## config.mk

```make
export PLATFORM = sky130hd
export DESIGN_NAME = spi_adc_responder
export DESIGN_NICKNAME = d
export VERILOG_FILES = /design/src/rtl/spi_adc_responder.sv
export SDC_FILE = /design/constraint.sdc
export NUM_CORES = 1
export LEC_CHECK = 0
export CAP_MARGIN = 30
export CORE_UTILIZATION = 49
export CTS_BUF_LIST = sky130_fd_sc_hd__clkbuf_4 sky130_fd_sc_hd__clkbuf_8
export CTS_CLUSTER_DIAMETER = 50
export DETAILED_ROUTE_END_ITERATION = 10
export HOLD_SLACK_MARGIN = 0.12
export PLACE_DENSITY = 0.71
export SYNTH_ARGS = -nofsm -noshare
export SYNTH_HDL_FRONTEND = slang
export SYNTH_SLANG_ARGS = --single-unit
```

## constraint.sdc

```tcl
create_clock -name clk -period 2.4 [get_ports clk]
set_clock_uncertainty 0.05 [all_clocks]
set_input_delay 0.48 -clock clk [delete_from_list [all_inputs] [get_ports clk]]
set_output_delay 0.48 -clock clk [all_outputs]
set_load 0.02 [all_outputs]
```

## src/rtl/spi_adc_responder.sv

```systemverilog
// SPI responder (CPOL=1, CPHA=1) emulating a 12-bit serial ADC: streams {zeros, sample} MSB first on miso, captures mosi.
// Latency: pin-to-event SYNC_STAGES+1 clk; sample buffer is a one-entry valid/ready slot, frames never stall on it.
// Backpressure: sample_ready low while a sample is pending; an empty slot at frame start resends the last sample.
module spi_adc_responder #(
    parameter int DATA_W      = 12,
    parameter int FRAME_BITS  = 16,
    parameter int SYNC_STAGES = 2
) (
    input  logic                  clk,
    input  logic                  reset,
    input  logic                  sck,
    input  logic                  cs,
    input  logic                  mosi,
    output logic                  miso,
    output logic                  miso_oe,
    input  logic [DATA_W-1:0]     sample_data,
    input  logic                  sample_valid,
    output logic                  sample_ready,
    output logic [FRAME_BITS-1:0] rx_data,
    output logic                  rx_valid,
    output logic                  frame_done,
    output logic                  frame_error,
    output logic                  underrun,
    output logic                  busy
);

    localparam int CNT_W = $clog2(FRAME_BITS + 1);
    localparam logic [CNT_W-1:0] FULL_CNT = CNT_W'(FRAME_BITS);

    typedef enum logic {IDLE, SHIFT} state_t;

    state_t                  state_q, state_d;
    logic [SYNC_STAGES-1:0]  sck_sync_q, sck_sync_d;
    logic [SYNC_STAGES-1:0]  cs_sync_q, cs_sync_d;
    logic [SYNC_STAGES-1:0]  mosi_sync_q, mosi_sync_d;
    logic [SYNC_STAGES-1:0]  vld_sync_q, vld_sync_d;
    logic                    sck_prev_q, sck_prev_d;
    logic                    cs_prev_q, cs_prev_d;
    logic                    armed_q, armed_d;
    logic [DATA_W-1:0]       pend_q, pend_d;
    logic                    pend_vld_q, pend_vld_d;
    logic [DATA_W-1:0]       last_q, last_d;
    logic [FRAME_BITS-1:0]   shreg_q, shreg_d;
    logic [FRAME_BITS-1:0]   rx_shift_q, rx_shift_d;
    logic [FRAME_BITS-1:0]   rx_data_q, rx_data_d;
    logic [CNT_W-1:0]        bit_cnt_q, bit_cnt_d;
    logic                    miso_q, miso_d;
    logic                    miso_oe_q, miso_oe_d;
    logic                    rx_valid_q, rx_valid_d;
    logic                    frame_done_q, frame_done_d;
    logic                    frame_error_q, frame_error_d;
    logic                    underrun_q, underrun_d;

    logic                    sck_s, cs_s, mosi_s;
    logic                    sck_rise, sck_fall, cs_fall, cs_rise;
    logic                    load, start;
    logic [DATA_W-1:0]       sample_src;
    logic [FRAME_BITS-1:0]   frame_word;

    assign sck_s      = sck_sync_q[SYNC_STAGES-1];
    assign cs_s       = cs_sync_q[SYNC_STAGES-1];
    assign mosi_s     = mosi_sync_q[SYNC_STAGES-1];
    assign sck_rise   = sck_s & ~sck_prev_q;
    assign sck_fall   = ~sck_s & sck_prev_q;
    assign cs_fall    = ~cs_s & cs_prev_q;
    assign cs_rise    = cs_s & ~cs_prev_q;
    assign load       = sample_valid & ~pend_vld_q;
    // armed_q blocks the fake cs fall produced when reset-forced sync flops drain a low pin.
    assign start      = (state_q == IDLE) & armed_q & cs_fall;
    assign sample_src = pend_vld_q ? pend_q : last_q;
    assign frame_word = FRAME_BITS'(sample_src);

    assign miso         = miso_q;
    assign miso_oe      = miso_oe_q;
    assign sample_ready = ~pend_vld_q;
    assign rx_data      = rx_data_q;
    assign rx_valid     = rx_valid_q;
    assign frame_done   = frame_done_q;
    assign frame_error  = frame_error_q;
    assign underrun     = underrun_q;
    assign busy         = (state_q == SHIFT);

    always_comb begin
        sck_sync_d    = {sck_sync_q[SYNC_STAGES-2:0], sck};
        cs_sync_d     = {cs_sync_q[SYNC_STAGES-2:0], cs};
        mosi_sync_d   = {mosi_sync_q[SYNC_STAGES-2:0], mosi};
        vld_sync_d    = {vld_sync_q[SYNC_STAGES-2:0], 1'b1};
        sck_prev_d    = sck_s;
        cs_prev_d     = cs_s;
        armed_d       = armed_q | (vld_sync_q[SYNC_STAGES-1] & cs_s);
        state_d       = state_q;
        pend_d        = pend_q;
        pend_vld_d    = pend_vld_q;
        last_d        = last_q;
        shreg_d       = shreg_q;
        rx_shift_d    = rx_shift_q;
        rx_data_d     = rx_data_q;
        bit_cnt_d     = bit_cnt_q;
        miso_d        = miso_q;
        miso_oe_d     = miso_oe_q;
        rx_valid_d    = 1'b0;
        frame_done_d  = 1'b0;
        frame_error_d = 1'b0;
        underrun_d    = 1'b0;

        // A same-cycle load keeps the slot full even though the frame start drains it.
        if (load) begin
            pend_d     = sample_data;
            pend_vld_d = 1'b1;
        end else if (start) begin
            pend_vld_d = 1'b0;
        end

        case (state_q)
            IDLE: begin
                if (start) begin
                    state_d    = SHIFT;
                    shreg_d    = frame_word;
                    bit_cnt_d  = '0;
                    rx_shift_d = '0;
                    last_d     = sample_src;
                    underrun_d = ~pend_vld_q;
                    miso_oe_d  = 1'b1;
                    miso_d     = frame_word[FRAME_BITS-1];
                end
            end
            SHIFT: begin
                if (cs_rise) begin
                    state_d   = IDLE;
                    miso_d    = 1'b0;
                    miso_oe_d = 1'b0;
                    if (bit_cnt_q == FULL_CNT) begin
                        rx_data_d    = rx_shift_q;
                        rx_valid_d   = 1'b1;
                        frame_done_d = 1'b1;
                    end else begin
                        frame_error_d = 1'b1;
                    end
                end else begin
                    if (sck_rise && (bit_cnt_q < FULL_CNT)) begin
                        rx_shift_d = {rx_shift_q[FRAME_BITS-2:0], mosi_s};
                        bit_cnt_d  = bit_cnt_q + CNT_W'(1);
                    end
                    if (sck_fall) begin
                        if ((bit_cnt_q != '0) && (bit_cnt_q < FULL_CNT)) begin
                            shreg_d = shreg_q << 1;
                            miso_d  = shreg_q[FRAME_BITS-2];
                        end else if (bit_cnt_q >= FULL_CNT) begin
                            miso_d = 1'b0;
                        end
                    end
                end
            end
            default: state_d = IDLE;
        endcase
    end

    always_ff @(posedge clk or negedge reset) begin
        if (!reset) begin
            state_q       <= IDLE;
            sck_sync_q    <= '1;
            cs_sync_q     <= '1;
            mosi_sync_q   <= '0;
            vld_sync_q    <= '0;
            sck_prev_q    <= 1'b1;
            cs_prev_q     <= 1'b1;
            armed_q       <= 1'b0;
            pend_q        <= '0;
            pend_vld_q    <= 1'b0;
            last_q        <= '0;
            shreg_q       <= '0;
            rx_shift_q    <= '0;
            rx_data_q     <= '0;
            bit_cnt_q     <= '0;
            miso_q        <= 1'b0;
            miso_oe_q     <= 1'b0;
            rx_valid_q    <= 1'b0;
            frame_done_q  <= 1'b0;
            frame_error_q <= 1'b0;
            underrun_q    <= 1'b0;
        end else begin
            state_q       <= state_d;
            sck_sync_q    <= sck_sync_d;
            cs_sync_q     <= cs_sync_d;
            mosi_sync_q   <= mosi_sync_d;
            vld_sync_q    <= vld_sync_d;
            sck_prev_q    <= sck_prev_d;
            cs_prev_q     <= cs_prev_d;
            armed_q       <= armed_d;
            pend_q        <= pend_d;
            pend_vld_q    <= pend_vld_d;
            last_q        <= last_d;
            shreg_q       <= shreg_d;
            rx_shift_q    <= rx_shift_d;
            rx_data_q     <= rx_data_d;
            bit_cnt_q     <= bit_cnt_d;
            miso_q        <= miso_d;
            miso_oe_q     <= miso_oe_d;
            rx_valid_q    <= rx_valid_d;
            frame_done_q  <= frame_done_d;
            frame_error_q <= frame_error_d;
            underrun_q    <= underrun_d;
        end
    end

endmodule
```

==> summary.md <==
| Metric | Value |
|---|---|
| Crit path max fanout | 2 |
| Metal-1 WL | 3090 um |
| Peak VDD IR | 0.523 mV |
| # DRC | 0 |
| Seq/Total Area, Yosys | 59.8% |
| Status | completed |
| Fmax | 0.516 GHz |
| Die W | 91.7 um |
| Worst-path clk slew | 0.09 ns |
| Final TNS setup | 0 ns |
| Endpoints failing setup | 0 |
| Post-layout util | 59.7% |
| Sw power | 1.27 mW |
| Hold Slack | 0.305 ns |
| DP HPWL | 4270 um |
| Worst EP required | 1.87 ns |
| Global-route wire length before repair | 11400 um |
| Initial antenna violation count | 0 |
| Hold path endpoint | mosi_sync_q[1] |
| Seq cells post-synth | 94 |
| CP top delay family | buffers and inverters |
| Initial drt markers | 110 |
| Reg2reg start | bit_cnt_q[0] |
| Critical R2R Capture | shreg_q[0] |
| Largest net degree at the start of global routing | 67 |
| Uppermost routed layer | met4 |
| NumNets Final | 366 |
| Hold Path Class | flip-flop to flip-flop |
| Met3 wire length | 193 um |
| Hold Vio Cnt, Final | 0 |
| Clock network power share | 25.6% |
| Core ar. | 7770 um^2 |
| Share of post-route cells with drive strength above 1 | 24.2% |
| Leakage | 2.13 nW |
| Metal2 WL | 3200 um |
| WP data arrival | 1.41 ns |
| Worst hold path startpoint | mosi_sync_q[0] |
| Die area | 8410 um^2 |
| Via density | 5.38 |
| IO Count | 42 |
| CTS buffer count | 9 |
| P_int | 2.93 mW |
| Reg2reg setup slack | 0.47 ns |
| Post-route insts no fill | 453 |
| H-tree depth | 3 |
| Rel. slew slack | 52.4% |
| Crit end category | output pin |
| Vias | 2437 |
| Worst-path cell chain | inv_1, clkdlybuf4s50_1 |
| Commonest register cell after synthesis | dfrtp_1 |
| GP Congestion | 0.767 |
| Synth Instances | 305 |
| Clock sink count | 94 |
| Later-pin clock latency in the skew report | 0.35 ns |
| IO buf count | 41 |
| Inst Count DP | 436 |
| Postcts setup bufs | 0 |
| GR Overflow Total | 0 |
| Gate power share | 23.8% |
| Final Cycle Share | 80.8% |
| R2R depth | 7 |
| Avg Cell Area, Syn | 12.9 um^2 |
| CTS tree | built |
| Total power | 4.19 mW |
| Synth Net Count | 325 |
| Drt total wl | 6550 um |
| Minimum clock period | 1.94 ns |
| First-pass DRT Iterations | 5 |
| Chip height | 91.7 um |
| Root Buffer | clkbuf_8 |
| Post-Synthesis Cell Area | 3940 um^2 |
| Pwr Density | 904 nW/um^2 |
| Part of the power in registers | 50.6% |
| Netlist cell types | 42 |
| Critical Path Max Stage Delay | 0.60 ns |
| CP Launch Type | flip-flop |
| Diode count | 0 |
| Starting Density | 50.8% |
| Total GRT Usage | 17.3% |
| Yosys synthesis warning count | 0 |
| Kind of critical path | flip-flop to output pin |
| DRT antenna net count | 0 |
| Vias in the first global route | 2365 |
| Hold Crit Depth | 0 |
| Switch share | 30.2% |
| Max Buffers Root-to-Sink | 2 |
| RSZ-0062 raised after global routing | false |
| Number of flops mapped to enable cells by yosys | 0 |
| Site row count | 32 |
| Worst-margin pin slew | 0.713 ns |
| Max Cap Viol | 0 |
| WL/cell | 14.5 um |
| Synth async-reset ratio | 100% |
| Slowest CP cell | clkdlybuf4s50_1 |
| Buf/Inv on CP | 2 |
| Area Growth Syn to Fin | 17.6% |
| Slew Viols, Final | 0 |
## sequential cells by signal (all words and copies together) (netlist names), 2 cells and up
| register | count |
|---|---|
| rx_data | 16 |
| bit_cnt_q | 5 |
| shreg_q | 15 |
| cs_sync_q | 2 |
| mosi_sync_q | 2 |
| sck_sync_q | 2 |
| last_q | 12 |
| pend_q | 12 |
| vld_sync_q | 2 |
| rx_shift_q | 16 |
## logic make-up (layout without fill, tap and decap cells)
family	count (synthesis)	count (layout)	share of synthesized area, %
other cells	1	1	0.0951
xor+xnor	1	1	0.222
compound gates	69	69	13.0
fa+ha+maj	2	2	0.634
flops	94	94	59.8
mux	52	52	14.5
buf+inv	24	70	3.55
simple gates	62	62	8.19
## synth_stat cells, types with 6 or more instances
| cell | n | area [um^2] |
|---|---|---|
| a21oi_1 | 13 | 65.1 |
| dfrtp_1 | 88 | 2200 |
| dfstp_2 | 6 | 158 |
| mux2i_1 | 12 | 120 |
| nand2_1 | 28 | 105 |
| o21ai_0 | 15 | 75.1 |
| buf_2 | 10 | 50.1 |
| nor2_1 | 16 | 60.1 |
| a22o_1 | 23 | 201 |
| a22o_2 | 10 | 100 |
| mux2_2 | 37 | 417 |
## area by class of cell
cell class              count  area, um^2
fillers                   634        3130
inverters                   5        18.8
flip-flops and latches     94        2360
well taps                 102         128
clock buffers               9         124
multi-input cells         187        1440
clock inverters             7        81.3
repair buffers             49         483
## per-stage QoR
stage	cell area [um^2]	worst slack [ns]
2_1_floorplan	3940	0.673
3_3_place_gp	4420	0.551
3_5_place_dp	4420	0.496
4_1_cts	4640	0.434
5_1_grt	4640	0.358
6_report	4640	0.461
## metal layers
metal	up-vias	GRT usage, %
met2	38	27.5
met4	0	7.42
met1	1223	23.3
met3	5	3.48
li1	1171	-
met5	-	0
## repair_timing
item                                   CTS  global route
setup endpoints to repair                0             0
hold buffers                             1             0
gates resized for setup                  0             0
endpoints found under the hold margin   22             0
## power groups by stage
stage	clock, mW	combinational (mW)	sequential, mW
after detailed placement	0	1.01	2.16
final	1.07	0.999	2.12
after global routing	1.16	1.13	2.17
after CTS	1.10	1.02	2.13
after global placement	0	0.974	2.14
after floorplan	0	0.769	2.11
## layout by cell type, fill, tap and decap left out, types with 2 or more instances in the layout
| master | count |
|---|---|
| dfstp_2 | 6 |
| mux2i_1 | 12 |
| a21oi_1 | 13 |
| ha_1 | 2 |
| inv_6 | 2 |
| dfrtp_1 | 88 |
| nand2_1 | 28 |
| clkinvlp_4 | 3 |
| a22o_1 | 23 |
| inv_1 | 5 |
| buf_4 | 7 |
| a22o_2 | 10 |
| clkdlybuf4s50_1 | 40 |
| nor2b_1 | 3 |
| nand3_1 | 2 |
| o21ai_0 | 15 |
| clkbuf_8 | 9 |
| nor2_1 | 16 |
| mux2_1 | 3 |
| mux2_2 | 37 |
| nand4_1 | 2 |
## worst max path at each step
stage                       startpoint  cells after the start      endpoint  slack, ns
after global routing      bit_cnt_q[0]                      7    shreg_q[0]       0.36
after detailed placement  bit_cnt_q[0]                      7    shreg_q[0]       0.50
final                       pend_vld_q                      2  sample_ready       0.46
after floorplan           cs_sync_q[1]                      5    last_q[10]       0.67
after CTS                   pend_vld_q                      2  sample_ready       0.43
after global placement    bit_cnt_q[0]                      7    shreg_q[0]       0.55
Note: power is estimated with default switching activity, not from simulation.
